**src/rtl/alu_pkg.sv**
```systemverilog
// Shared ALU definitions: default datapath width, divider FSM encoding and
// the quotient pattern reported on a zero divisor.
package alu_pkg;

    localparam int ALU_W = 8;

    typedef enum logic [1:0] {
        ST_IDLE = 2'd0,
        ST_RUN  = 2'd1,
        ST_DONE = 2'd2
    } div_state_e;

    localparam logic [ALU_W-1:0] DIV_ZERO_Q = '1;

endpackage

```
**src/rtl/div8b_subnb.sv**
```systemverilog
// Parameterized ripple-borrow subtractor d = x - y; b_out is the borrow out
// of the MSB, i.e. high when y > x.
module subnb #(
    parameter int N = 9
) (
    input  logic [N-1:0] x,
    input  logic [N-1:0] y,
    output logic [N-1:0] d,
    output logic         b_out
);

    always_comb begin
        logic bb;
        bb    = 1'b0;
        d     = '0;
        for (int i = 0; i < N; i++) begin
            d[i] = x[i] ^ y[i] ^ bb;
            bb   = (~x[i] & y[i]) | (~x[i] & bb) | (y[i] & bb);
        end
        b_out = bb;
    end

endmodule

```
**src/rtl/div8b.sv**
```systemverilog
// Restoring shift-and-subtract unsigned divider, one quotient bit per clock,
// with a start/done handshake and divide-by-zero flag.
//
// state   | meaning
// --------+-------------------------------------------------------------
// IDLE    | waiting for start; operands latched on acceptance
// RUN     | one trial subtraction per cycle, W iterations
// DONE    | results loaded; emits the one-cycle done pulse on exit
module div8b
    import alu_pkg::*;
#(
    parameter int W = ALU_W
) (
    input  logic         clk,
    input  logic         rst_n,
    input  logic [W-1:0] x,
    input  logic [W-1:0] y,
    input  logic         start,
    output logic [W-1:0] q,
    output logic [W-1:0] r,
    output logic         busy,
    output logic         done,
    output logic         div_zero
);

    localparam int CW = (W > 1) ? $clog2(W) : 1;

    div_state_e     state;
    logic [W-1:0]   dq;
    logic [W-1:0]   dv;
    logic [W:0]     pr;
    logic [CW-1:0]  cnt;

    logic [W:0]     t;
    logic [W:0]     d;
    logic           borrow;
    logic [W:0]     pr_next;
    logic [W-1:0]   dq_next;
    logic           unused_pr_msb;

    // The partial remainder stays below the divisor, so its MSB never feeds t.
    assign unused_pr_msb = pr[W];

    assign t = {pr[W-1:0], dq[W-1]};

    subnb #(.N(W + 1)) u_sub (
        .x     (t),
        .y     ({1'b0, dv}),
        .d     (d),
        .b_out (borrow)
    );

    assign pr_next = borrow ? t : d;
    assign dq_next = {dq[W-2:0], ~borrow};

    always_ff @(posedge clk or negedge rst_n) begin
        if (!rst_n) begin
            state    <= ST_IDLE;
            dq       <= '0;
            dv       <= '0;
            pr       <= '0;
            cnt      <= '0;
            q        <= '0;
            r        <= '0;
            busy     <= 1'b0;
            done     <= 1'b0;
            div_zero <= 1'b0;
        end else begin
            done <= 1'b0;
            case (state)
                ST_IDLE: begin
                    if (start) begin
                        if (y != '0) begin
                            dq       <= x;
                            dv       <= y;
                            pr       <= '0;
                            cnt      <= '0;
                            div_zero <= 1'b0;
                            busy     <= 1'b1;
                            state    <= ST_RUN;
                        end else begin
                            q        <= W'(DIV_ZERO_Q);
                            r        <= x;
                            div_zero <= 1'b1;
                            state    <= ST_DONE;
                        end
                    end
                end
                ST_RUN: begin
                    pr  <= pr_next;
                    dq  <= dq_next;
                    cnt <= cnt + 1'b1;
                    if (cnt == CW'(W - 1)) begin
                        q     <= dq_next;
                        r     <= pr_next[W-1:0];
                        busy  <= 1'b0;
                        state <= ST_DONE;
                    end
                end
                ST_DONE: begin
                    done  <= 1'b1;
                    state <= ST_IDLE;
                end
                default: state <= ST_IDLE;
            endcase
        end
    end

endmodule

```
**config.mk**
```make
export PLATFORM = sky130hd
export DESIGN_NAME = div8b
export DESIGN_NICKNAME = d
export VERILOG_FILES = /design/src/rtl/alu_pkg.sv /design/src/rtl/div8b_subnb.sv /design/src/rtl/div8b.sv
export SDC_FILE = /design/constraint.sdc
export NUM_CORES = 1
export LEC_CHECK = 0
export BUFFER_PORTS_ARGS = -buffer_cell sky130_fd_sc_hd__buf_4
export CAP_MARGIN = 20
export CORE_ASPECT_RATIO = 0.75
export CORE_UTILIZATION = 45
export DETAILED_ROUTE_END_ITERATION = 7
export GPL_TIMING_DRIVEN = 1
export HOLD_SLACK_MARGIN = 0.03
export PLACE_DENSITY_LB_ADDON = 0.08
export SYNTH_ARGS = -nofsm -noshare
export SYNTH_HDL_FRONTEND = slang
export SYNTH_HIERARCHICAL = 1
export SYNTH_SLANG_ARGS = --single-unit
```
**constraint.sdc**
```tcl
create_clock -name clk -period 12 [get_ports clk]
set_clock_uncertainty 0.1 [all_clocks]
set_input_delay 0.6 -clock clk [delete_from_list [all_inputs] [get_ports clk]]
set_output_delay 0.6 -clock clk [all_outputs]
set_load 0.02 [all_outputs]
```
# After elaboration in Yosys (flattened, before gate mapping)
# Index checks and enable logic that the tools add are counted.
[totals] register_bits=48 inputBits=19
[classes] add_sub_neg=1 eq_ne=7 mux=28 bitwise_logic=62 n_reduce_logical=9
[ops] operator="8-bit two-way mux" n=11
[ops] operator="8-bit one-hot mux with 2 select lines" n=4
[ops] operator="1-bit AND" n=23
[ops] operator="1-bit bitwise XOR" n=15
[ops] operator="1-bit bitwise OR" n=14
[ops] operator="1-bit NOT" n=10
[ops] operator="2-bit != test (second input constant)" n=4
[ops] operator="4-bit AND reduction" n=2
[ops] operator="8-bit nonzero test" n=1
[ops] operator="2-bit two-way mux" n=3
[ops] operator="3-bit two-way mux" n=2
[ops] operator="3-bit one-hot mux with 2 select lines" n=1
[ops] operator="3-bit AND reduction" n=2
[ops] operator="1-bit two-way mux" n=5
[ops] operator="2-bit one-hot mux with 2 select lines" n=1
[ops] operator="2-bit AND reduction" n=2
[ops] operator="3-bit by 1-bit adder with 3-bit output (second input constant)" n=1
[ops] operator="3-bit equality test (second input constant)" n=1
[ops] operator="2-bit by 1-bit equality test with 1-bit output (second input constant)" n=1
[ops] operator="2-bit equality test (second input constant)" n=1
[ops] operator="2-bit zero test" n=1
[ops] operator="1-bit one-hot mux with 2 select lines" n=1
[ops] operator="2-bit nonzero test" n=1

# Logic depth before layout (Yosys ltp)
[logic_depth] word_depth=27 ltp_mapped=17 mapped_depth_nobuf=16

# Modules after synthesis
# Netlist, hierarchy kept.
[by_module_without_submodules] mod="div8b" n_inst=1 cells_each=207 area_per_inst_um2=2220.9
[by_module_without_submodules] mod="subnb" n_inst=1 cells_each=28 area_per_inst_um2=244.0

# Least setup slack after synthesis
# Ideal clock, no wire load.
[synth_timing] path_type="register to register" start="register dv[0]" end="register r[0]" arrival_ns=3.952 t_required_ns=11.767 slack_ns=7.815 path_stages_with_launch=17 synth_period_minus_slack_ns=4.185 cell_sequence="dfrtp_1 ha_1 fa_1 fa_1 fa_1 fa_1 fa_1 fa_1 fa_1 inv_1 fa_1 inv_1 clkbuf_8 mux2i_1 nor2_1 a21oi_1 o21ai_1"
[synth_between] elab_chain_len=26 elab_cells_between_ends=34 cone_classes="mux: 3; bitwise: 31"
[synth_rtl] element="start: declaration" line_no="div8b.sv:30" source="logic [W-1:0] dv;"
[synth_rtl] element="start signal: assignment" line_no="div8b.sv:75" source="dv <= y;"
[synth_rtl] element="1-bit AND (*)" line_no="div8b_subnb.sv:18" source="bb = (~x[i] & y[i]) | (~x[i] & bb) | (y[i] & bb);"
[synth_rtl] element="1-bit AND" line_no="div8b_subnb.sv:18"
[synth_rtl] element="1-bit bitwise OR" line_no="div8b_subnb.sv:18"
[synth_rtl] element="1-bit bitwise OR (*)" line_no="div8b_subnb.sv:18"
[synth_rtl] element="1-bit AND" line_no="div8b_subnb.sv:18"
[synth_rtl] element="1-bit bitwise OR" line_no="div8b_subnb.sv:18"
[synth_rtl] element="1-bit bitwise OR (*)" line_no="div8b_subnb.sv:18"
[synth_rtl] element="1-bit AND" line_no="div8b_subnb.sv:18"
[synth_rtl] element="[... 11 more ...]"
[synth_rtl] element="1-bit AND" line_no="div8b_subnb.sv:18"
[synth_rtl] element="1-bit bitwise OR" line_no="div8b_subnb.sv:18"
[synth_rtl] element="1-bit bitwise OR (*)" line_no="div8b_subnb.sv:18"
[synth_rtl] element="1-bit AND (*)" line_no="div8b_subnb.sv:18"
[synth_rtl] element="net borrow" line_no="div8b.sv:36" source="logic borrow;"
[synth_rtl] element="8-bit two-way mux (*)" line_no="div8b.sv:53" source="assign pr_next = borrow ? t : d;"
[synth_rtl] element="8-bit two-way mux (*)" line_no="div8b.sv:93" source="if (cnt == CW'(W - 1)) begin"
[synth_rtl] element="8-bit one-hot mux with 2 select lines (*)" line_no="div8b.sv:70" source="case (state)"
[synth_rtl] element="end signal: assignment" line_no="div8b.sv:95" source="r <= pr_next[W-1:0];"
[synth_rtl] element="end: declaration" line_no="div8b.sv:20" source="output logic [W-1:0] r,"
# Mark *: on every way through the listed nets, which the timed path passes. The rest lies on a longest branch. The select of a mux whose other input is x is not followed.
# A chain may end at the register's enable or synchronous reset.

# Worst setup path after layout
[layout_timing] start="register dq[7]" end="register r[0]"
[layout_between] elab_chain_len=27 elab_cells_between_ends=35 cone_classes="mux: 3; bitwise: 32"
[layout_rtl] element="start: declaration" line_no="div8b.sv:29" source="logic [W-1:0] dq;"
[layout_rtl] element="start signal: assignment" line_no="div8b.sv:91" source="dq <= dq_next;"
[layout_rtl] element="1-bit NOT (*)" line_no="div8b_subnb.sv:18"
[layout_rtl] element="1-bit AND (*)" line_no="div8b_subnb.sv:18"
[layout_rtl] element="1-bit AND" line_no="div8b_subnb.sv:18"
[layout_rtl] element="1-bit bitwise OR" line_no="div8b_subnb.sv:18"
[layout_rtl] element="1-bit bitwise OR (*)" line_no="div8b_subnb.sv:18"
[layout_rtl] element="1-bit AND" line_no="div8b_subnb.sv:18"
[layout_rtl] element="1-bit bitwise OR" line_no="div8b_subnb.sv:18"
[layout_rtl] element="1-bit bitwise OR (*)" line_no="div8b_subnb.sv:18"
[layout_rtl] element="[... 12 more ...]"
[layout_rtl] element="1-bit AND" line_no="div8b_subnb.sv:18"
[layout_rtl] element="1-bit bitwise OR" line_no="div8b_subnb.sv:18"
[layout_rtl] element="1-bit bitwise OR (*)" line_no="div8b_subnb.sv:18"
[layout_rtl] element="1-bit AND (*)" line_no="div8b_subnb.sv:18"
[layout_rtl] element="net borrow" line_no="div8b.sv:36"
[layout_rtl] element="8-bit two-way mux (*)" line_no="div8b.sv:53"
[layout_rtl] element="8-bit two-way mux (*)" line_no="div8b.sv:93"
[layout_rtl] element="8-bit one-hot mux with 2 select lines (*)" line_no="div8b.sv:70"
# Marked as above.

==> metrics <==
status finished clean; Max-Cap Viols 0; pin count of the biggest net entering global routing 49; io pins 38; setup violators final 0; CTS buffer count 5; Synth area leader dfrtp_1; routed wire length 4.92 mm; Setup CP Type register to register; Longest Clk Path Bufs 2; CP max stage cell fa_1; # rows 22; Worst Path Required around 12 ns; HPWL Detailed ~3.6 mm; Pwr Total 824 uW; Port Buf Inserts 37; initial antenna violation count 0; DIE AREA 5780 um^2; antenna-violating nets left 0; crit end category register; cts repair resizes 0; net total in the final layout 300; Worst EP arrival ~4.6 ns; Worst Path Max Fanout 10; switching share of power 0.398; 1st-pass router iterations 4; Yosys cell types 38; Post-synth EDFFs 0; Startpoint Class register; initial drt markers 98; post-CTS setup buffer count 0; Worst-Skew Late Latency 0.30 ns; max_slew headroom 0.438; clock sinks 48; Layout area overhead 17.4%; Mean Syn Cell Area 10.5 um^2; main flop type after synthesis dfrtp_1; max incr delay on CP 0.39 ns; CTS Root Cell clkbuf_8; Hold WC Path Type primary input to async pin; top-count cell post-synth dfrtp_1; Final period util 0.376; FF+latch count, synth 48; Reg clk slew, reported paths 0.09 ns; Final Hold Fails 0; RSZ-0062 raised after global routing no; Max Fclk 221 MHz; Synth top cells by count 48 x dfrtp_1, 27 x nand2_1, 24 x nor2_1; worst slew pin tran 0.843 ns; layout cells sized above 1 0.236; vias in the first global route 1683; Mapped Cells between 200 and 250; Sequential Power Share 0.355; Wirelength per Cell 14.3 um; total vias in the final route 1760; main area contributors after synthesis dfrtp_1 49%, fa_1 6.5%, mux2_4 4.9%; H-tree depth 2; die height 66.1 um; combinational power share 0.489; crit path time final 4.52 ns; first-pass GRT wire length roughly 8.3 mm; Worst Path Buf+Inv 3; setup TNS 0 ns; max-slew violation count 0; GRT overflow 0; Int Power 496 uW; drc violations 0; clock power share 0.156; core box area between 5000 and 6000 um^2; # diodes 0; Fill cells 453; Net Switching 328 uW; area share of the largest cell type after synthesis 0.487; leak pwr 0.00137 uW; Via density 5.13; most used cell along the critical path fa_1; pwr dens 285 nW/um^2; asr flop ratio synth 1.00; cells along the critical path inv_1 > ha_1 > fa_1 > fa_1 > fa_1 > fa_1 > fa_1 > fa_1 > fa_1 > inv_1 > fa_1 > inv_1 > mux2i_1 > nor2_1 > a21oi_1 > o21ai_1; Final Wtd Congestion 0.714; Die Wd 87.5 um; Synth Warn # 6; reg2reg setup slack between 7 and 8 ns; GRT Resource Usage Total 0.195; sequential element share of the synthesized area 0.487; starting density of the core 0.487; CTS tree built; cell area after synthesis 2460 um^2; post-synthesis net count ~270; critical path's top delay family adder cells; hold buffer count at cts 0; peak supply drop 0.000120 V
## metal layers
layer  wire (um)  track usage  vias up
met5           0            0        -
met4          37       0.0471        0
met3         160       0.0387        5
met2        2220        0.301       26
met1        2500        0.282      864
li1            -            -      865
## state kept, by name (all words and copies together), names as in the netlist
signal    count
busy          1
done          1
dv            8
q             8
cnt           3
dq            8
pr            8
state         2
r             8
div_zero      1
## cell usage in the layout, fill, tap and decap left out, types with 7 or more instances in the layout
cell	synthesis	layout
dfrtp_1	48	48
clkbuf_8	2	7
nor3_1	10	10
a31oi_1	8	8
mux2i_1	8	8
nand2_1	27	27
fa_1	8	8
o21ai_1	9	9
a31o_1	8	8
a21oi_1	18	18
buf_4	0	39
mux2_4	8	8
inv_1	20	20
nor2_1	24	24
## final cells by class
cell class,instances,area (um^2),share of cell area
clock buffers,7,96.3,0.0333
clock inverters,1,30.0,0.0104
inverters,21,78.8,0.0272
multi-input cells,155,1100,0.382
flip-flops and latches,48,1200,0.415
well taps,72,90.1,0.0311
repair buffers,39,293,0.101
## power by group through the flow
stage	combinational, uW	clock [uW]	sequential, uW
detailed placement	406	0	296
floorplan	283	0	315
global placement	400	0	296
global route	461	138	303
CTS	407	130	294
finish	403	128	292
## kinds of logic after synthesis
| logic type | synth area share |
|---|---|
| muxes | 0.0914 |
| buffers and inverters | 0.0645 |
| AOI/OAI and AO/OA | 0.129 |
| DFF | 0.487 |
| other | 0.00152 |
| adders and majority gates | 0.0802 |
| and+or+nand+nor | 0.146 |
## path summary, 6_finish.rpt
kind	startpoint	endpoint	depth (start not counted)
setup / recovery	dq[7]	r[0]	16
hold / removal	rst_n	busy	1
setup reg to reg	dq[7]	r[0]	16
hold reg to reg	busy	busy	1
max in group asynchronous	rst_n	pr[6]	1
min in group clk	busy	busy	1
## per-stage QoR
stage	hold WS [ns]	worst slack [ns]	std cells	utilization	area [um^2]
2_1_floorplan	0.204	7.81	235	-	2460
3_3_place_gp	0.375	7.51	334	0.545	2760
3_5_place_dp	0.383	7.46	334	0.545	2760
4_1_cts	0.227	7.44	342	0.570	2890
5_1_grt	0.254	7.26	343	0.571	2890
6_report	0.200	7.48	343	0.571	2890
(Power assumes the default switching activity.)
